<file path="src/rtl/hazard_stall_control_pkg.sv">
// Shared definitions for the stall/bubble controller: instruction field
// positions, opcode and ALU-op constants, and the multdiv handshake FSM encoding.
package hazard_stall_control_pkg;

   // Instruction field bit positions
   localparam int OPC_MSB = 31;
   localparam int OPC_LSB = 27;
   localparam int RD_MSB  = 26;
   localparam int RD_LSB  = 22;
   localparam int RS_MSB  = 21;
   localparam int RS_LSB  = 17;
   localparam int RT_MSB  = 16;
   localparam int RT_LSB  = 12;
   localparam int ALU_MSB = 6;
   localparam int ALU_LSB = 2;

   localparam logic [4:0] OP_RTYPE = 5'b00000;
   localparam logic [4:0] OP_BNE   = 5'b00010;
   localparam logic [4:0] OP_JR    = 5'b00100;
   localparam logic [4:0] OP_ADDI  = 5'b00101;
   localparam logic [4:0] OP_BLT   = 5'b00110;
   localparam logic [4:0] OP_SW    = 5'b00111;
   localparam logic [4:0] OP_LW    = 5'b01000;

   localparam logic [4:0] ALU_MUL = 5'b00110;
   localparam logic [4:0] ALU_DIV = 5'b00111;

   localparam int BUSY_CNT_W = 6;

   typedef logic [4:0] reg_num_t;

   typedef enum logic [0:0] {
      ST_IDLE    = 1'b0,
      ST_MD_BUSY = 1'b1
   } md_state_t;

endpackage

</file>
<file path="src/rtl/hazard_stall_control_if.sv">
// Pipeline-side bundle for the stall controller: the instruction registers and
// multdiv status going in, and the latch enables, bubbles and multdiv controls coming out.
interface hazard_stall_control_if;
   logic [31:0] FD_IR;
   logic [31:0] DX_IR;
   logic        multdiv_ready;
   logic        multdiv_exception;
   logic        pc_en;
   logic        fd_en;
   logic        dx_en;
   logic        dx_bubble;
   logic        xm_bubble;
   logic        ctrl_mult;
   logic        ctrl_div;
   logic        md_result_sel;
   logic        md_exception;
   logic        md_timeout;
   logic [31:0] stall_count;

   modport master (
      output FD_IR, DX_IR, multdiv_ready, multdiv_exception,
      input  pc_en, fd_en, dx_en, dx_bubble, xm_bubble, ctrl_mult, ctrl_div,
             md_result_sel, md_exception, md_timeout, stall_count
   );

   modport slave (
      input  FD_IR, DX_IR, multdiv_ready, multdiv_exception,
      output pc_en, fd_en, dx_en, dx_bubble, xm_bubble, ctrl_mult, ctrl_div,
             md_result_sel, md_exception, md_timeout, stall_count
   );
endinterface

</file>
<file path="src/rtl/hazard_stall_control_src_decode.sv">
// Maps an instruction to the registers it reads. Source A is always rs; source B
// is rt for R-type and rd for sw/bne/blt/jr. Register 0 never reports a use.
module hazard_src_decode
   import hazard_stall_control_pkg::*;
(
   input  logic [31:0] i_ir,
   output reg_num_t    o_src_a,
   output reg_num_t    o_src_b,
   output logic        o_use_a,
   output logic        o_use_b,
   output logic        o_is_sw
);

   logic [4:0] w_opcode;
   logic       w_unused_ir;

   assign w_opcode    = i_ir[OPC_MSB:OPC_LSB];
   assign w_unused_ir = ^i_ir[RT_LSB-1:0];

   always_comb begin
      // NOTE: every output is given a default first, so no decode path can infer a latch.
      o_src_a = i_ir[RS_MSB:RS_LSB];
      o_src_b = i_ir[RD_MSB:RD_LSB];
      o_use_a = 1'b0;
      o_use_b = 1'b0;
      o_is_sw = 1'b0;
      case (w_opcode)
         OP_RTYPE: begin
            o_use_a = 1'b1;
            o_use_b = 1'b1;
            o_src_b = i_ir[RT_MSB:RT_LSB];
         end
         OP_ADDI, OP_LW: o_use_a = 1'b1;
         OP_SW: begin
            o_use_a = 1'b1;
            o_use_b = 1'b1;
            o_is_sw = 1'b1;
         end
         OP_BNE, OP_BLT: begin
            o_use_a = 1'b1;
            o_use_b = 1'b1;
         end
         OP_JR:   o_use_b = 1'b1;
         default: ;
      endcase
      if (o_src_a == '0) o_use_a = 1'b0;
      if (o_src_b == '0) o_use_b = 1'b0;
   end

endmodule

</file>
<file path="src/rtl/hazard_stall_control.sv">
// Stall/bubble controller: load-use detection between FD and DX, start/wait
// handshake with the multdiv unit, and PC/FD/DX/XM latch enable generation.
module hazard_stall_control
   import hazard_stall_control_pkg::*;
#(
   parameter int TIMEOUT = 63
) (
   input  logic                   clock,
   input  logic                   reset,
   hazard_stall_control_if.slave  bus
);

   localparam logic [BUSY_CNT_W-1:0] TIMEOUT_CNT = BUSY_CNT_W'(TIMEOUT);

   md_state_t             r_state;
   md_state_t             w_next_state;
   logic [BUSY_CNT_W-1:0] r_busy_cnt;
   logic [31:0]           r_stall_count;

   reg_num_t   w_src_a, w_src_b, w_dx_rd;
   logic       w_use_a, w_use_b, w_fd_is_sw;
   logic [4:0] w_dx_opcode, w_dx_alu_op;
   logic       w_dx_is_mul, w_dx_is_div, w_dx_is_md, w_dx_is_lw;
   logic       w_match_a, w_match_b, w_load_use;
   logic       w_pc_en, w_fd_en, w_dx_en, w_dx_bubble, w_xm_bubble;
   logic       w_ctrl_mult, w_ctrl_div, w_md_result_sel, w_md_exception, w_md_timeout;
   logic       w_unused_dx;

   hazard_src_decode u_fd_decode (
      .i_ir    (bus.FD_IR),
      .o_src_a (w_src_a),
      .o_src_b (w_src_b),
      .o_use_a (w_use_a),
      .o_use_b (w_use_b),
      .o_is_sw (w_fd_is_sw)
   );

   assign w_dx_opcode = bus.DX_IR[OPC_MSB:OPC_LSB];
   assign w_dx_rd     = bus.DX_IR[RD_MSB:RD_LSB];
   assign w_dx_alu_op = bus.DX_IR[ALU_MSB:ALU_LSB];
   assign w_unused_dx = ^{bus.DX_IR[RS_MSB:ALU_MSB+1], bus.DX_IR[ALU_LSB-1:0]};

   assign w_dx_is_mul = (w_dx_opcode == OP_RTYPE) && (w_dx_alu_op == ALU_MUL);
   assign w_dx_is_div = (w_dx_opcode == OP_RTYPE) && (w_dx_alu_op == ALU_DIV);
   assign w_dx_is_md  = w_dx_is_mul || w_dx_is_div;
   assign w_dx_is_lw  = (w_dx_opcode == OP_LW) && (w_dx_rd != '0);

   assign w_match_a = w_use_a && (w_src_a == w_dx_rd);
   assign w_match_b = w_use_b && (w_src_b == w_dx_rd);
   // A sw whose only dependency is its data register gets it from the MW-to-dmem bypass.
   assign w_load_use = w_dx_is_lw && (w_match_a || (w_match_b && !w_fd_is_sw));

   always_comb begin
      w_next_state    = r_state;
      w_pc_en         = 1'b1;
      w_fd_en         = 1'b1;
      w_dx_en         = 1'b1;
      w_dx_bubble     = 1'b0;
      w_xm_bubble     = 1'b0;
      w_ctrl_mult     = 1'b0;
      w_ctrl_div      = 1'b0;
      w_md_result_sel = 1'b0;
      w_md_exception  = 1'b0;
      w_md_timeout    = 1'b0;
      case (r_state)
         ST_IDLE: begin
            if (w_dx_is_md) begin
               w_next_state = ST_MD_BUSY;
               w_ctrl_mult  = w_dx_is_mul;
               w_ctrl_div   = w_dx_is_div;
               w_pc_en      = 1'b0;
               w_fd_en      = 1'b0;
               w_dx_en      = 1'b0;
               w_xm_bubble  = 1'b1;
            end else if (w_load_use) begin
               w_pc_en     = 1'b0;
               w_fd_en     = 1'b0;
               w_dx_bubble = 1'b1;
            end
         end
         ST_MD_BUSY: begin
            if (bus.multdiv_ready) begin
               w_next_state    = ST_IDLE;
               w_md_result_sel = 1'b1;
               w_md_exception  = bus.multdiv_exception;
            end else if (r_busy_cnt == TIMEOUT_CNT) begin
               w_next_state   = ST_IDLE;
               w_md_timeout   = 1'b1;
               w_md_exception = 1'b1;
            end else begin
               w_pc_en     = 1'b0;
               w_fd_en     = 1'b0;
               w_dx_en     = 1'b0;
               w_xm_bubble = 1'b1;
            end
         end
         default: w_next_state = ST_IDLE;
      endcase
   end

   always_ff @(posedge clock or negedge reset) begin
      if (!reset) begin
         r_state       <= ST_IDLE;
         r_busy_cnt    <= '0;
         r_stall_count <= '0;
      end else begin
         // NOTE: non-blocking assignments, so every register samples pre-edge values.
         r_state <= w_next_state;
         // Held at zero in IDLE, which clears it on entry to MD_BUSY.
         if (r_state == ST_MD_BUSY) r_busy_cnt <= r_busy_cnt + BUSY_CNT_W'(1);
         else                       r_busy_cnt <= '0;
         if (!w_pc_en && (r_stall_count != '1)) r_stall_count <= r_stall_count + 32'd1;
      end
   end

   assign bus.pc_en         = w_pc_en;
   assign bus.fd_en         = w_fd_en;
   assign bus.dx_en         = w_dx_en;
   assign bus.dx_bubble     = w_dx_bubble;
   assign bus.xm_bubble     = w_xm_bubble;
   assign bus.ctrl_mult     = w_ctrl_mult;
   assign bus.ctrl_div      = w_ctrl_div;
   assign bus.md_result_sel = w_md_result_sel;
   assign bus.md_exception  = w_md_exception;
   assign bus.md_timeout    = w_md_timeout;
   assign bus.stall_count   = r_stall_count;

endmodule

</file>
<file path="src/flat_wrapper.sv">
// flat-port wrapper written by rule: the top's interface ports become plain ports
module hazard_stall_control_flat import hazard_stall_control_pkg::*;
#(
   parameter int TIMEOUT = 63
)
  (clock, reset, bus_FD_IR, bus_DX_IR, bus_multdiv_ready, bus_multdiv_exception, bus_pc_en, bus_fd_en, bus_dx_en, bus_dx_bubble, bus_xm_bubble, bus_ctrl_mult, bus_ctrl_div, bus_md_result_sel, bus_md_exception, bus_md_timeout, bus_stall_count);
  hazard_stall_control_if bus_i ();
  input  logic clock;
  input  logic reset;
  input wire logic [$bits(bus_i.FD_IR)-1:0] bus_FD_IR;
  input wire logic [$bits(bus_i.DX_IR)-1:0] bus_DX_IR;
  input wire logic [$bits(bus_i.multdiv_ready)-1:0] bus_multdiv_ready;
  input wire logic [$bits(bus_i.multdiv_exception)-1:0] bus_multdiv_exception;
  output wire logic [$bits(bus_i.pc_en)-1:0] bus_pc_en;
  output wire logic [$bits(bus_i.fd_en)-1:0] bus_fd_en;
  output wire logic [$bits(bus_i.dx_en)-1:0] bus_dx_en;
  output wire logic [$bits(bus_i.dx_bubble)-1:0] bus_dx_bubble;
  output wire logic [$bits(bus_i.xm_bubble)-1:0] bus_xm_bubble;
  output wire logic [$bits(bus_i.ctrl_mult)-1:0] bus_ctrl_mult;
  output wire logic [$bits(bus_i.ctrl_div)-1:0] bus_ctrl_div;
  output wire logic [$bits(bus_i.md_result_sel)-1:0] bus_md_result_sel;
  output wire logic [$bits(bus_i.md_exception)-1:0] bus_md_exception;
  output wire logic [$bits(bus_i.md_timeout)-1:0] bus_md_timeout;
  output wire logic [$bits(bus_i.stall_count)-1:0] bus_stall_count;
  assign bus_i.FD_IR = bus_FD_IR;
  assign bus_i.DX_IR = bus_DX_IR;
  assign bus_i.multdiv_ready = bus_multdiv_ready;
  assign bus_i.multdiv_exception = bus_multdiv_exception;
  assign bus_pc_en = bus_i.pc_en;
  assign bus_fd_en = bus_i.fd_en;
  assign bus_dx_en = bus_i.dx_en;
  assign bus_dx_bubble = bus_i.dx_bubble;
  assign bus_xm_bubble = bus_i.xm_bubble;
  assign bus_ctrl_mult = bus_i.ctrl_mult;
  assign bus_ctrl_div = bus_i.ctrl_div;
  assign bus_md_result_sel = bus_i.md_result_sel;
  assign bus_md_exception = bus_i.md_exception;
  assign bus_md_timeout = bus_i.md_timeout;
  assign bus_stall_count = bus_i.stall_count;
  hazard_stall_control #(.TIMEOUT(TIMEOUT)) u_core (.clock(clock), .reset(reset), .bus(bus_i));
endmodule
</file>
<file path="config.mk">
export PLATFORM = sky130hd
export DESIGN_NAME = hazard_stall_control_flat
export DESIGN_NICKNAME = d
export VERILOG_FILES = /design/src/rtl/hazard_stall_control_pkg.sv /design/src/rtl/hazard_stall_control_if.sv /design/src/rtl/hazard_stall_control_src_decode.sv /design/src/rtl/hazard_stall_control.sv /design/src/flat_wrapper.sv
export SDC_FILE = /design/constraint.sdc
export NUM_CORES = 1
export LEC_CHECK = 0
export ABC_AREA = 1
export ABC_CLOCK_PERIOD_IN_PS = 4850
export BUFFER_PORTS_ARGS = -buffer_cell sky130_fd_sc_hd__clkbuf_2
export CORE_MARGIN = 2
export CORE_UTILIZATION = 35
export DETAILED_ROUTE_END_ITERATION = 7
export GPL_ROUTABILITY_DRIVEN = 0
export GPL_TIMING_DRIVEN = 0
export PLACE_DENSITY = 0.64
export SLEW_MARGIN = 25
export SYNTH_ARGS = -nofsm -noshare
export SYNTH_HDL_FRONTEND = slang
export SYNTH_HIERARCHICAL = 1
export SYNTH_SLANG_ARGS = --single-unit
</file>
<file path="constraint.sdc">
create_clock -name clock -period 4.85 [get_ports clock]
set_input_delay 0.7275 -clock clock [delete_from_list [all_inputs] [get_ports clock]]
set_output_delay 0.7275 -clock clock [all_outputs]
set_load 0.01 [all_outputs]
</file>
==> results.md <==
- Status: finished, final reports clean
- Pwr dens: 228 mW/mm2
- Final Hold Fails: 0
- Clock share of power: 0.340
- Top cells by area, synth: dfrtp_1 32%, nand2_1 24%, nand3_1 8.2%
- Antenna cell count: 0
- Grt total ovfl: 0
- Vias in the first global route: between 3k and 4k
- Seq/Total Area, Yosys: 0.322
- # setup viols final: 0
- Register bit total from synthesis: 39
- Post-CTS setup buffer count: 0
- Vias post-DR: 3304
- CP peak stage delay: 380 ps
- Synth unique cells: 29
- Synthesized net count: 555
- Post-CTS Hold Fix Bufs: 0
- Final Cycle Share: 0.785
- WHS: 469 ps
- Fmax: about 260 MHz
- Req. time, crit path: 4120 ps
- Setup TNS: 0 ps
- Min-delay worst type: register to register
- Logic pwr share: 0.216
- Number of port buffers: 80
- Post-route cell area: 0.00368 mm2
- Area of the core: 0.00830 mm2
- CP Capture Type: output pin
- Hold_sp: u_core/r_busy_cnt[0]
- Num CTS Buffers: 5
- Worst Tran Pin Value: 844 ps
- CP max FO: 10
- DR vias/cell: approximately 4.9
- Post-synthesis cell count: about 490
- Commonest non-fill, non-tap cell in the layout: nand2_1
- ANT nets after route: 0
- Wire length per cell: 12.3 um
- DP Area: 0.00357 mm2
- Clk sinks: 39
- H-tree depth: 2
- Warnings from Yosys: 6
- Clock Skews: 8.75 ps
- CTS tree: done
- Initial antenna violation count: 0
- Startpoint types: input port
- Post-Syn Area per Cell: 6.26 um2
- Initial Util: 0.366
- IO Count: 110
- Leakage: between 2 and 2.5 nW
- P&R area growth vs syn: 21.4%
- Die height: 97.1 um
- Largest area contributor in the netlist: dfrtp_1
- VDD IR-drop max: approximately 0.095 mV
- Reg clk slew, reported paths: ~80 ps
- Total internal power: around 0.58 mW
- Clock Latency Late Sink: 300 ps
- Ordered list of cells on the worst path: clkbuf_2 -> nor2_4 -> nand3_4 -> nand2_1 -> nand2_1 -> nand3_1 -> nor2_1 -> nor2_1 -> inv_1 -> nor2_1 -> nand2_1 -> nor2_1 -> nand3_1 -> nand2_1 -> nand3_1 -> nand2_1 -> clkbuf_1 -> inv_1 -> buf_4 -> clkbuf_2
- Root Buffer: clkbuf_8
- DRC Markers: 0
- Layout Nets: 642
- Sequential power share: 0.444
- First drt pass iteration count: 4
- Final slew viol count: 0
- Final min period: 3810 ps
- Sw Share: 0.312
- Global-route wire length before repair: approximately 14000 um
- DRT Wirelength: 8360 um
- Hpwl dp: between 6000 and 7000 um
- Site Rows: 33
- Synthesized area: 0.00304 mm2
- Post_cts resized: 0
- Most frequent cells in the layout: 192 x nand2_1, 79 x clkbuf_2, 60 x nor2_1, 56 x inv_1, 50 x nand3_1
- RSZ-0062 raised after global routing: no
- Chip width: ~100 um
- Worst setup path class: input port to output pin
- Power, Total: between 0.8 and 0.9 mW
- Die area: 0.00943 mm2
- Arrival @ worst endpoint: 3080 ps
- Filler cells: 888
- Most used cell, CP: nand2_1
- Slew HR: 0.438
- Slowest-stage cell, CP: clkbuf_1
- R2r startpoint: u_core/r_busy_cnt[0]
- Max clock buf depth: 2
- GRT Util Overall: 0.182
- Maxcap violations: 0
- Worst Setup SP: bus_FD_IR[30]
- Largest net degree at the start of global routing: 40
- Synth top area share: 0.322
- Share of cells above drive strength 1: 0.197
- Utilization after layout: 0.444
- Switch Pwr: 0.262 mW
- Starting DRT DRC Count: 205
==> power by group through the flow <==
stage | combinational (mW) | clock [mW] | sequential (mW)
after global placement | 0.180 | 0 | 0.377
after CTS | 0.184 | 0.296 | 0.374
final | 0.182 | 0.286 | 0.373
after global routing | 0.204 | 0.308 | 0.378
after detailed placement | 0.184 | 0 | 0.380
after floorplan | 0.105 | 0 | 0.378
==> sequential cells by signal, summed over array words and instances, names as in the netlist <==
name / cells
u_core/bus.stall_count: 32
u_core/r_state: 1
u_core/r_busy_cnt: 6
==> synthesized netlist by cell type, drive strengths merged <==
library cell / count
a211o: 1
a21oi: 3
a31oi: 1
buf: 13
clkbuf: 2
dfrtp: 39
ha: 2
inv: 57
nand2: 193
nand3: 53
nand3b: 5
nand4: 10
nor2: 63
nor3: 14
nor4: 2
o2111a: 1
o21ai: 6
o22ai: 1
xnor2: 4
xor2: 15
==> worst paths after layout <==
path                       cells past startpoint  slack [ps]                    endpoint
max in group asynchronous                      1        3790  u_core/bus.stall_count[31]
min in group asynchronous                      1         530        u_core/r_busy_cnt[3]
hold reg to reg                                1         470        u_core/r_busy_cnt[0]
setup reg to reg                               9        2600   u_core/bus.stall_count[2]
setup / recovery                              20        1040                   bus_pc_en
hold / removal                                 1         470        u_core/r_busy_cnt[0]
==> routing by layer <==
metal  part of all wire  GRT usage  vias up
li1                   -          -     1697
met5                  0          0        -
met2               0.47      0.311       82
met4              0.021     0.0661        0
met1               0.46      0.230     1513
met3              0.051     0.0295       12
==> through the flow <==
step / setup slack, ps / std cells
after floorplan: 1670 / 485
after global placement: 1100 / 670
after detailed placement: 1040 / 670
after CTS: 1040 / 678
after global routing: 724 / 678
final: 1040 / 678
==> worst max-delay path: cells and delay by family <==
family | cells | cell delay (ps)
buffers and inverters | 6 | 900
and+or+nand+nor | 14 | 1440
==> cells by family after synthesis <==
kind of cell,after synthesis,share of synthesized area
AO/OA/AOI/OAI,13,0.0284
flip-flops,39,0.322
AND/OR/NAND/NOR,340,0.481
XOR/XNOR,19,0.0548
buffers and inverters,72,0.106
adder cells (fa/ha/maj),2,0.00824
==> area by class of cell <==
cell class	instances	area, um2	share of cell area
plain buffers	15	106	0.0289
flip-flops and latches	39	976	0.265
repair buffers	80	400	0.109
clock inverters	2	35.0	0.00951
multi-input cells	374	1740	0.472
well taps	105	131	0.0357
clock buffers	6	82.6	0.0224
inverters	57	214	0.0581
No activity file was read; power rests on OpenSTA's default activity.
